===== src/rtl/boid_fb_scheduler.sv =====
// boid_fb_scheduler
// Per-frame framebuffer write sequencer for the boid display. On each
// frame_start pulse it first erases every boid pixel drawn last frame
// (BG_COLOR), then fetches each boid's new position from the position table
// and draws it (BOID_COLOR). Writes are held off while the display is in the
// active region, so scan-out reads never see a competing write.
//
// Ports:
//   clk          system clock
//   reset        asynchronous, active-low reset
//   frame_start  one-cycle pulse at frame end
//   active       display in visible region; writes are stalled while high
//   boid_idx     position-table read index
//   boid_x/y     table data, valid the cycle after boid_idx is presented
//   fb_addr      framebuffer address   (0 when fb_wen=0)
//   fb_wdata     framebuffer data      (0 when fb_wen=0)
//   fb_wen       framebuffer write enable
//   busy         high whenever the sequencer is not idle
//   done         one-cycle pulse when a frame sequence completes
//   overrun_cnt  saturating count of frame_start pulses dropped while busy
module boid_fb_scheduler #(
    parameter int NUM_BOIDS  = 16,
    parameter int IDX_W      = 4,
    parameter int H_RES      = 640,
    parameter int V_RES      = 480,
    parameter int ADDR_W     = 19,
    parameter int DATA_W     = 9,
    parameter int BG_COLOR   = 31,
    parameter int BOID_COLOR = 42
) (
    input  logic              clk,
    input  logic              reset,
    input  logic              frame_start,
    input  logic              active,
    output logic [IDX_W-1:0]  boid_idx,
    input  logic [9:0]        boid_x,
    input  logic [8:0]        boid_y,
    output logic [ADDR_W-1:0] fb_addr,
    output logic [DATA_W-1:0] fb_wdata,
    output logic              fb_wen,
    output logic              busy,
    output logic              done,
    output logic [7:0]        overrun_cnt
);

    typedef enum logic [2:0] {
        S_IDLE, S_ERASE, S_FETCH, S_WAIT, S_DRAW, S_DONE
    } state_t;

    localparam logic [9:0]       H_LIM    = 10'(H_RES);
    localparam logic [8:0]       V_LIM    = 9'(V_RES);
    localparam logic [IDX_W-1:0] LAST_IDX = IDX_W'(NUM_BOIDS - 1);

    state_t                 state_q, state_d;
    logic [IDX_W-1:0]       idx_q, idx_d;
    logic [9:0]             cap_x_q, cap_x_d;
    logic [8:0]             cap_y_q, cap_y_d;
    logic [9:0]             old_x_q [NUM_BOIDS];
    logic [9:0]             old_x_d [NUM_BOIDS];
    logic [8:0]             old_y_q [NUM_BOIDS];
    logic [8:0]             old_y_d [NUM_BOIDS];
    logic [NUM_BOIDS-1:0]   old_vld_q, old_vld_d;
    logic [7:0]             ovr_q, ovr_d;

    logic                   last;
    logic                   in_range;
    logic [ADDR_W-1:0]      erase_addr;
    logic [ADDR_W-1:0]      draw_addr;

    // Products are formed at full address width so row 479 does not truncate.
    assign erase_addr = ADDR_W'(old_y_q[idx_q]) * ADDR_W'(H_RES) + ADDR_W'(old_x_q[idx_q]);
    assign draw_addr  = ADDR_W'(cap_y_q) * ADDR_W'(H_RES) + ADDR_W'(cap_x_q);
    assign in_range   = (cap_x_q < H_LIM) && (cap_y_q < V_LIM);
    assign last       = (idx_q == LAST_IDX);

    assign boid_idx    = idx_q;
    assign busy        = (state_q != S_IDLE);
    assign done        = (state_q == S_DONE);
    assign overrun_cnt = ovr_q;

    always_comb begin
        state_d   = state_q;
        idx_d     = idx_q;
        cap_x_d   = cap_x_q;
        cap_y_d   = cap_y_q;
        old_x_d   = old_x_q;
        old_y_d   = old_y_q;
        old_vld_d = old_vld_q;
        ovr_d     = ovr_q;
        fb_wen    = 1'b0;
        fb_addr   = '0;
        fb_wdata  = '0;

        // Any frame_start outside IDLE (DONE included) is dropped and counted.
        if (frame_start && (state_q != S_IDLE) && (ovr_q != 8'hFF))
            ovr_d = ovr_q + 8'd1;

        case (state_q)
            S_IDLE: begin
                idx_d = '0;
                if (frame_start) state_d = S_ERASE;
            end
            S_ERASE: begin
                if (!active) begin
                    if (old_vld_q[idx_q]) begin
                        fb_wen   = 1'b1;
                        fb_addr  = erase_addr;
                        fb_wdata = DATA_W'(BG_COLOR);
                    end
                    if (last) begin
                        idx_d   = '0;
                        state_d = S_FETCH;
                    end else begin
                        idx_d = idx_q + 1'b1;
                    end
                end
            end
            S_FETCH: state_d = S_WAIT;
            S_WAIT: begin
                cap_x_d = boid_x;
                cap_y_d = boid_y;
                state_d = S_DRAW;
            end
            S_DRAW: begin
                if (!active) begin
                    // Off-screen boids are remembered as invalid so next
                    // frame's erase skips them.
                    old_x_d[idx_q]   = cap_x_q;
                    old_y_d[idx_q]   = cap_y_q;
                    old_vld_d[idx_q] = in_range;
                    if (in_range) begin
                        fb_wen   = 1'b1;
                        fb_addr  = draw_addr;
                        fb_wdata = DATA_W'(BOID_COLOR);
                    end
                    if (last) begin
                        idx_d   = '0;
                        state_d = S_DONE;
                    end else begin
                        idx_d   = idx_q + 1'b1;
                        state_d = S_FETCH;
                    end
                end
            end
            S_DONE:  state_d = S_IDLE;
            default: state_d = S_IDLE;
        endcase
    end

    always_ff @(posedge clk or negedge reset) begin
        if (!reset) begin
            state_q   <= S_IDLE;
            idx_q     <= '0;
            cap_x_q   <= '0;
            cap_y_q   <= '0;
            old_x_q   <= '{default: '0};
            old_y_q   <= '{default: '0};
            old_vld_q <= '0;
            ovr_q     <= '0;
        end else begin
            state_q   <= state_d;
            idx_q     <= idx_d;
            cap_x_q   <= cap_x_d;
            cap_y_q   <= cap_y_d;
            old_x_q   <= old_x_d;
            old_y_q   <= old_y_d;
            old_vld_q <= old_vld_d;
            ovr_q     <= ovr_d;
        end
    end

endmodule


===== config.mk =====
export PLATFORM = sky130hd
export DESIGN_NAME = boid_fb_scheduler
export DESIGN_NICKNAME = d
export VERILOG_FILES = /design/src/rtl/boid_fb_scheduler.sv
export SDC_FILE = /design/constraint.sdc
export NUM_CORES = 1
export LEC_CHECK = 0
export CAP_MARGIN = 20
export CORE_AREA = 2 2 318 163
export CTS_CLUSTER_SIZE = 14
export DETAILED_ROUTE_END_ITERATION = 6
export DIE_AREA = 0 0 320 165
export GPL_ROUTABILITY_DRIVEN = 0
export PLACE_DENSITY = 0.58
export SLEW_MARGIN = 20
export SYNTH_ARGS = -nofsm -noshare
export SYNTH_HDL_FRONTEND = slang
export SYNTH_SLANG_ARGS = --single-unit

===== constraint.sdc =====
create_clock -name clk -period 5.5 [get_ports clk]
set_input_delay 1.1 -clock clk [delete_from_list [all_inputs] [get_ports clk]]
set_output_delay 1.1 -clock clk [all_outputs]
set_load 0.1 [all_outputs]

==> impl_metrics.json, run 1 <==
{
  "status": "finished with violations",
  "violations": "setup timing",
  "htreeDepth": 2,
  "drive_gt1_share_pct": 40.1,
  "stdcell_area_um2": 20800,
  "relSlewSlack_pct": 34.2,
  "cts_sinks": 354,
  "remaining_drc_errors": 0,
  "busiest_layer": "met2",
  "cp_slowest_stage_delay_ps": 550,
  "clk_latency_ps": 530,
  "met3_usage_pct": 2.86,
  "final.setup_skew_ps": 14.9,
  "seqCellArea_um2": 8870,
  "rows": 58,
  "track_usage_pct": 17.8,
  "hold_class": "reg -> reg",
  "peakVddDrop_mv": 0.211,
  "cp_cell_sequence": "buf_12 -> mux4_2 -> mux4_2 -> ha_4 -> ha_4 -> fa_2 -> xor2_2 -> nand3_2 -> nor3_4 -> and3_4 -> a31oi_1 -> o211ai_1 -> clkbuf_16",
  "grt_pass1_wl_um": 71300,
  "n_antenna_cell": 0,
  "synthArstFlopShare_pct": 100,
  "cts_buffers": 37,
  "path_class": "reg -> out",
  "hold-worst-slack_ps": 473,
  "dr.pass1.iters": 5,
  "syn_inst": 1311,
  "cp-end-kind": "primary output",
  "fillers": 4534,
  "slew_viol_final": 0,
  "fin_ws_ps": -190,
  "multiInputGateArea_um2": 8330,
  "cp-start-kind": "register",
  "numPortBuffers": 62,
  "finish.utilization_pct": 41.8,
  "power_leakage_uw": 0.00973,
  "ios": 66,
  "arrival_ps": 4590,
  "finalCritPeriodShare_pct": 103,
  "gr-usage-met2_pct": 29.7,
  "synth_area_um2": 17300,
  "vias": 11097,
  "clk_pin_slew_worst_paths_ps": 60,
  "worst_path_max_delay_cell": "mux4_2",
  "die_area_um2": 52800,
  "drtAntennaViolNets": 0,
  "fmax_mhz": 176,
  "drt_wl_total_um": 46300,
  "synth_area_per_cell_um2": 13.2,
  "initial_core_util_pct": 34.8,
  "drtIter0Drc": 982,
  "synthTopCellsByArea": "dfrtp_1, mux2_2, mux4_2",
  "powerDensity_nw_per_um2": 412,
  "synth_top_area_share_pct": 51.1,
  "vias_per_cell": 5.40,
  "grt_max_degree": 120,
  "clockBufferDepth": 3,
  "hpwl_um": 28300,
  "yosys_warnings": 0,
  "antenna_found_initial": 1,
  "synth_edf_count": 0,
  "crit_required_ps": 4400,
  "synth_ff_type": "dfrtp_1",
  "period_minus_slack_ps": 5690,
  "grt_overflow": 0,
  "die_h_um": 165,
  "grt_pass1_vias": 11532,
  "tritoncts": "yes",
  "cts_hold_buf": 0,
  "area_growth_pct": 20.0,
  "worst_pin_slew_ps": 987,
  "synth_seq_area_share_pct": 51.1,
  "die_w_um": 320,
  "yosys_register_bits": 354,
  "yosysUniqueCellTypes": 56,
  "setup_violations": 5,
  "gr-usage-met1_pct": 24.5,
  "post-place-ws_ps": 97.9,
  "core-area_um2": 49800,
  "post_drt_wl_per_cell_um": 22.6,
  "max_cap_viol_count": 0,
  "cts_root_buffer": "clkbuf_16",
  "final_hold_viol_count": 0,
  "cp_max_fo": 11,
  "rsz0062_at_grt": "true",
  "synth_largest_area_cell": "dfrtp_1",
  "placedInstanceArea_um2": 19100,
  "finalNetCount": 1432
}
power breakdown:
part	switching [µW]	leakage, µW	internal, µW
clock network	1040	0.000615	1490
registers	396	0.00487	2740
logic	1730	0.00424	1170
cell usage in the layout, fill, tap and decap left out, types with 6 or more instances in the layout:
master	netlist	final
dfrtp_1	354	351
mux2_2	255	255
nand2_1	191	180
mux4_2	98	99
o21ai_0	65	63
buf_4	7	42
clkbuf_16	0	40
clkdlybuf4s50_1	0	35
buf_12	0	35
ha_1	39	29
nor2_1	28	28
nand3_1	16	15
xnor2_1	16	14
xor2_1	14	12
nand2_2	0	11
clkbuf_8	0	11
inv_1	9	9
a22o_1	9	9
ha_4	0	9
a21oi_1	13	8
clkbuf_1	68	8
nand4_1	7	7
clkinv_2	0	7
and3_1	7	6
nor3_1	8	6
or2_2	6	6
sequential cells by signal, indices dropped and copies added (netlist names):
signal       cells
state_q          3
cap_y_q          9
old_x_q        160
old_vld_q       16
boid_idx         4
overrun_cnt      8
old_y_q        144
cap_x_q         10
Yosys cell counts (2+ instances only):
cell	instances
a211oi_1	5
a21o_1	5
a21oi_1	13
a22o_1	9
a31oi_1	5
and2_1	5
and3_1	7
buf_1	13
buf_2	15
buf_4	7
clkbuf_1	68
dfrtp_1	354
fa_1	4
ha_1	39
inv_1	9
mux2_2	255
mux2i_1	3
mux4_1	2
mux4_2	98
nand2_1	191
nand3_1	16
nand3b_1	2
nand4_1	7
nor2_1	28
nor2b_1	3
nor3_1	8
nor3b_1	2
nor4_1	3
o211ai_1	2
o21a_1	4
o21ai_0	65
o22ai_1	6
or2_2	6
or3_1	2
xnor2_1	16
xor2_1	14
kinds of logic after synthesis:
logic type,after synthesis,share of synthesized area (%)
other,1,0.0216
adder cells (fa/ha/maj),44,3.34
AND/OR/NAND/NOR,288,7.22
flip-flops,354,51.1
buffers and inverters,114,2.77
AO/OA/AOI/OAI,122,4.20
XOR/XNOR,30,1.52
multiplexers,358,29.8
timing repair:
action | 4_1_cts | 5_1_grt
endpoints found under the setup margin | 9 | 9
gates resized for setup | 22 | 14
pin swaps | 14 | 7
buffers inserted | 15 | 5
gates cloned | 3 | 0
final timing paths:
| check | startpoint | endpoint | slack (ps) | cells after the start |
|---|---|---|---|---|
| setup / recovery | boid_idx[0] | fb_addr[18] | -190 | 13 |
| hold / removal | old_y_q[117] | old_y_q[117] | 470 | 2 |
| setup reg to reg | boid_idx[1] | old_y_q[3] | 2230 | 6 |
| hold reg to reg | old_y_q[117] | old_y_q[117] | 470 | 2 |
| max in group asynchronous | reset | old_x_q[102] | 3600 | 2 |
| min in group asynchronous | reset | old_x_q[44] | 630 | 1 |
stage by stage:
step	setup TNS (ps)	cells	power [µW]
after global routing	-1200	2054	9010
after CTS	-532	2051	8650
after floorplan	-871	1313	5160
after detailed placement	0	1966	5880
final	-562	2054	8560
after global placement	0	1966	5810
critical path, delay by kind of cell (launching register included):
kind,cells,cell delay (ps)
multiplexers,2,1060
AND/OR/NAND/NOR,3,630
flip-flops,1,500
AO/OA/AOI/OAI,2,390
adder cells (fa/ha/maj),3,810
XOR/XNOR,1,220
buffers and inverters,2,440
cell type report:
class / count / area share [%]
well taps: 660 / 3.97
repair buffers: 118 / 7.18
multi-input cells: 845 / 40.1
flip-flops and latches: 354 / 42.7
clock buffers: 58 / 5.57
inverters: 10 / 0.181
clock inverters: 9 / 0.355
layer usage:
metal / vias to the layer above / wire, µm
met5: - / 0
met4: 0 / 1120
met3: 82 / 2370
met2: 323 / 21900
met1: 5834 / 20900
li1: 4858 / -
(Power assumes the default switching activity.)
==> inputs of run 2 (changes only) <==
Settings changed: CORE_AREA 2 2 318 163 to 2 2 281 144, DIE_AREA 0 0 320 165 to 0 0 283 146, PLACE_DENSITY 0.58 to unset.
==> impl_metrics.json, run 2 (synthesized netlist as in run 1, its figures left out) <==
{
  "cts_sinks": 354,
  "rsz0062_at_grt": "true",
  "finalNetCount": 1425,
  "clk_pin_slew_worst_paths_ps": 70,
  "hpwl_um": 27700,
  "finalCritPeriodShare_pct": 102,
  "cp_max_fo": 6,
  "vias": 11009,
  "fin_ws_ps": -121,
  "vias_per_cell": 5.76,
  "cp_cell_sequence": "buf_12 -> mux4_2 -> mux4_2 -> ha_4 -> ha_4 -> fa_2 -> a211oi_4 -> o21ai_2 -> a211oi_2 -> nand4_1 -> and2_4 -> a221o_4 -> buf_12",
  "cts_root_buffer": "clkbuf_16",
  "max_cap_viol_count": 0,
  "die_h_um": 146,
  "fillers": 3197,
  "worst_path_max_delay_cell": "mux4_2",
  "dr.pass1.iters": 5,
  "power_leakage_uw": 0.00960,
  "drtAntennaViolNets": 0,
  "status": "finished with violations",
  "powerDensity_nw_per_um2": 407,
  "slew_viol_final": 0,
  "cp-end-kind": "primary output",
  "cp_num_buf_inv": 2,
  "worst_pin_slew_ps": 982,
  "top_regs": "old_x_q (160), old_y_q (144), old_vld_q (16)",
  "remaining_drc_errors": 0,
  "tritoncts": "yes",
  "track_usage_pct": 21.9,
  "fin_cells": 1911,
  "largest_reg_flops": 160,
  "largest_register": "old_x_q",
  "drt_wl_total_um": 44700,
  "clockBufferDepth": 3,
  "clk_latency_ps": 530,
  "hold_class": "reg -> reg",
  "cp_slowest_stage_delay_ps": 570,
  "area_growth_pct": 18.1,
  "fmax_mhz": 178,
  "initial_core_util_pct": 44.9,
  "grt_overflow": 0,
  "violations": "setup timing",
  "final.setup.tns_ps": -368,
  "final_hold_viol_count": 0,
  "crit_required_ps": 4400,
  "grt_pass1_wl_um": 69500,
  "crit_family": "multiplexers",
  "placed_cells": 1837,
  "grt_pass1_vias": 11553,
  "hold-worst-slack_ps": 477,
  "n_antenna_cell": 0,
  "rows": 51,
  "drtIter0Drc": 861,
  "core-area_um2": 38600,
  "post_drt_wl_per_cell_um": 23.4,
  "placedInstanceArea_um2": 18900,
  "final_common_cell": "dfrtp_1",
  "antenna_found_initial": 0,
  "final_cell_mix": "dfrtp_1, mux2_2, nand2_1, mux4_2, o21ai_0",
  "drive_gt1_share_pct": 39.2,
  "arrival_ps": 4520,
  "grt_max_degree": 118,
  "final.setup_skew_ps": 18.6,
  "ios": 66,
  "period_minus_slack_ps": 5620,
  "die_area_um2": 41300,
  "numPortBuffers": 62,
  "total_power_uw": 8320,
  "stdcell_area_um2": 20500,
  "relSlewSlack_pct": 34.3,
  "setup_violations": 4,
  "cp-start-kind": "register",
  "cts_buffers": 35,
  "peakVddDrop_mv": 0.233,
  "die_w_um": 283,
  "path_class": "reg -> out",
  "htreeDepth": 2
}
## run 2: repair_timing
item	CTS	global route
pin swaps	19	7
gates cloned	1	0
endpoints found under the hold margin	0	0
buffers inserted	11	5
setup endpoints to repair	12	9
hold buffers	0	0
resized for setup	22	20
## run 2: power by group
part | switching (µW) | internal, µW
clock network | 999 | 1410
registers | 411 | 2740
logic | 1660 | 1080
total | 3070 | 5240
## run 2: per-layer routing
metal	global-route usage, %	vias to the layer above	wire [µm]
li1	-	4825	-
met1	30.7	5802	19900
met2	35.3	307	21200
met3	4.22	75	2600
met4	5.48	0	950
met5	0	-	0
## run 2: tightest hold or removal path, cell delays in order (launching register included)
cell     delay (ps)
dfrtp_1         340
nand2_1          50
nand2_1          50
## run 2: area by class of cell
| class | count | area, µm² | share of cell area [%] |
|---|---|---|---|
| Clock buffer | 53 | 1060 | 5.16 |
| Clock inverter | 6 | 80.1 | 0.392 |
| Inverter | 10 | 37.5 | 0.184 |
| Multi-Input combinational cell | 845 | 8350 | 40.8 |
| Sequential cell | 354 | 8870 | 43.4 |
| Tap cell | 530 | 663 | 3.24 |
| Timing Repair Buffer | 113 | 1400 | 6.86 |
## run 2: through the flow
stage	utilization, %	setup WS, ps
detailed placement	49.1	145
global placement	49.1	197
floorplan	-	-840
global route	53.0	-237
CTS	52.7	-155
finish	53.0	-121
## run 2: worst paths after layout
| kind | from | end | slack (ps) | cells after the start |
|---|---|---|---|---|
| max | boid_idx[0] | fb_addr[17] | -120 | 13 |
| min | old_y_q[133] | old_y_q[133] | 480 | 2 |
| max reg2reg | boid_idx[1] | old_x_q[2] | 2260 | 6 |
| min reg2reg | old_y_q[133] | old_y_q[133] | 480 | 2 |
| max in group asynchronous | reset | boid_idx[1] | 3710 | 2 |
| min in group asynchronous | reset | old_x_q[4] | 600 | 1 |
==> inputs of run 3 (changes only) <==
Settings changed: HOLD_SLACK_MARGIN set to 0.08, REMOVE_ABC_BUFFERS set to 1, SETUP_SLACK_MARGIN set to 0.05.
==> impl_metrics.json, run 3 (synthesized netlist as in run 1, its figures left out) <==
{
  "drive_gt1_share_pct": 38.1,
  "violations": "setup timing",
  "max_cap_viol_count": 0,
  "dr.pass1.iters": 5,
  "vias_per_cell": 5.73,
  "drt_wl_total_um": 44900,
  "post_drt_wl_per_cell_um": 23.3,
  "cts_buffers": 36,
  "clk_latency_ps": 530,
  "powerDensity_nw_per_um2": 406,
  "setup_violations": 6,
  "cp_slowest_stage_delay_ps": 560,
  "hold_class": "reg -> reg",
  "top_regs": "old_x_q (160), old_y_q (144), old_vld_q (16)",
  "final.setup_skew_ps": 16.9,
  "status": "finished with violations",
  "p_switching_uw": 3070,
  "p_comb_share_pct": 33.6,
  "grt_pass1_vias": 11771,
  "hold_path_depth": 2,
  "fillers": 3198,
  "finalNetCount": 1433,
  "core-area_um2": 38600,
  "rsz0062_at_grt": "true",
  "r2r-end": "old_x_q[5]",
  "crit_top_cell": "buf_12",
  "hpwl_um": 27800,
  "vias": 11018,
  "final_common_cell": "dfrtp_1",
  "grt_max_degree": 126,
  "final_cell_mix": "dfrtp_1, mux2_2, nand2_1, mux4_2, o21ai_0",
  "cp-end-kind": "primary output",
  "reg2reg_depth": 6,
  "drtIter0Drc": 863,
  "fin_ws_ps": -204,
  "rows": 51,
  "finish.utilization_pct": 52.5,
  "min_to": "old_y_q[10]",
  "worst_path_max_delay_cell": "mux4_2",
  "finalCritPeriodShare_pct": 104,
  "cts_hold_buf": 0,
  "htreeDepth": 2,
  "clk_pin_slew_worst_paths_ps": 60,
  "crit_required_ps": 4400,
  "die_area_um2": 41300,
  "drtAntennaViolNets": 0,
  "numPortBuffers": 62,
  "clockBufferDepth": 3,
  "grt_overflow": 0,
  "post-place-ws_ps": 74.4,
  "final_hold_viol_count": 0,
  "hold_start": "old_y_q[10]",
  "largest_reg_flops": 160,
  "initial_core_util_pct": 44.9,
  "die_w_um": 283,
  "cp_max_fo": 5,
  "p_int_uw": 5160,
  "slew_viol_final": 0,
  "switching_share_pct": 37.3,
  "peakVddDrop_mv": 0.245,
  "r2r_setup_slack_ps": 2220,
  "period_minus_slack_ps": 5700,
  "total_power_uw": 8230,
  "ios": 66,
  "area_growth_pct": 17.1,
  "grt_pass1_wl_um": 70500,
  "arrival_ps": 4600,
  "cp-start-kind": "register",
  "power_leakage_uw": 0.00961,
  "cts_sinks": 354,
  "track_usage_pct": 22.1,
  "cp_cell_sequence": "buf_12 -> buf_12 -> mux4_2 -> mux4_2 -> ha_4 -> ha_4 -> fa_2 -> a211oi_2 -> o21ai_2 -> a211oi_2 -> nand4_1 -> and2_1 -> a221o_1 -> buf_12",
  "seq_power_share_pct": 38.0,
  "path_class": "reg -> out",
  "antenna_found_initial": 0,
  "r2r-start": "boid_idx[1]",
  "worst_pin_slew_ps": 1010,
  "fmax_mhz": 175,
  "remaining_drc_errors": 0,
  "largest_register": "old_x_q",
  "clkPwrFrac_pct": 28.5,
  "relSlewSlack_pct": 32.5,
  "cts_root_buffer": "clkbuf_16",
  "tritoncts": "yes",
  "final.setup.tns_ps": -620,
  "die_h_um": 146
}
[run 3: cell types whose count changed in the layout (fill, tap and decap cells not counted), sizes merged]
cell / before / now
buf: 76 / 82
bufbuf: 0 / 1
bufinv: 2 / 0
clkinv: 4 / 8
diode: 0 / 1
inv: 10 / 12
[run 3: power groups by stage]
stage	Clock [µW]	Sequential (µW)	Combinational, µW
4_1_cts	2400	3130	2760
3_3_place_gp	0	3180	2540
3_5_place_dp	0	3200	2600
6_report	2340	3130	2760
5_1_grt	2520	3170	2990
2_1_floorplan	0	3540	1390
[run 3: cell type report]
cell class	instances	area (µm²)	share of cell area, %
Sequential cell	354	8870	43.7
Multi-Input combinational cell	845	8170	40.3
Timing Repair Buffer	120	1430	7.07
Clock buffer	53	1030	5.10
Tap cell	530	663	3.27
Clock inverter	10	72.6	0.358
Inverter	10	37.5	0.185
Antenna cell	1	2.50	0.0123
[run 3: through the flow]
| stage | area [µm²] | cells | hold slack (ps) |
|---|---|---|---|
| 2_1_floorplan | 16900 | 1209 | 441 |
| 3_3_place_gp | 18800 | 1845 | 455 |
| 3_5_place_dp | 18800 | 1845 | 460 |
| 4_1_cts | 20200 | 1920 | 476 |
| 5_1_grt | 20300 | 1922 | 491 |
| 6_report | 20300 | 1923 | 478 |
[run 3: layer usage]
metal / up-vias / wire length (µm) / GRT usage (%)
li1: 4845 / - / -
met5: - / 0 / 0
met2: 244 / 21400 / 36.0
met3: 78 / 2200 / 3.67
met1: 5851 / 20200 / 31.0
met4: 0 / 1110 / 6.09
[run 3: worst max-delay path by stage]
stage / start / end / slack, ps / depth (start not counted)
after floorplan: boid_idx[0] / fb_addr[18] / -4000 / 11
after global placement: boid_idx[0] / fb_addr[17] / 80 / 13
after detailed placement: boid_idx[0] / fb_addr[17] / 70 / 13
after CTS: boid_idx[0] / fb_addr[17] / -210 / 14
after global routing: boid_idx[0] / fb_addr[17] / -320 / 15
final: boid_idx[0] / fb_addr[17] / -200 / 14
[run 3: worst max-delay path, delay by kind of cell, from the launching register on]
kind                       cells  cell delay [ps]
AOI/OAI and AO/OA              4              990
muxes                          2              980
adders and majority gates      3              820
DFF                            1              500
buffers and inverters          3              460
and+or+nand+nor                2              310
[run 3: what timing repair did]
item                                    4_1_cts  5_1_grt
resized for setup                            30       10
endpoints found under the hold margin         0        0
pin swaps                                    19        4
buffers inserted                             13        2
cloned                                        1        0
endpoints found under the setup margin       15       12
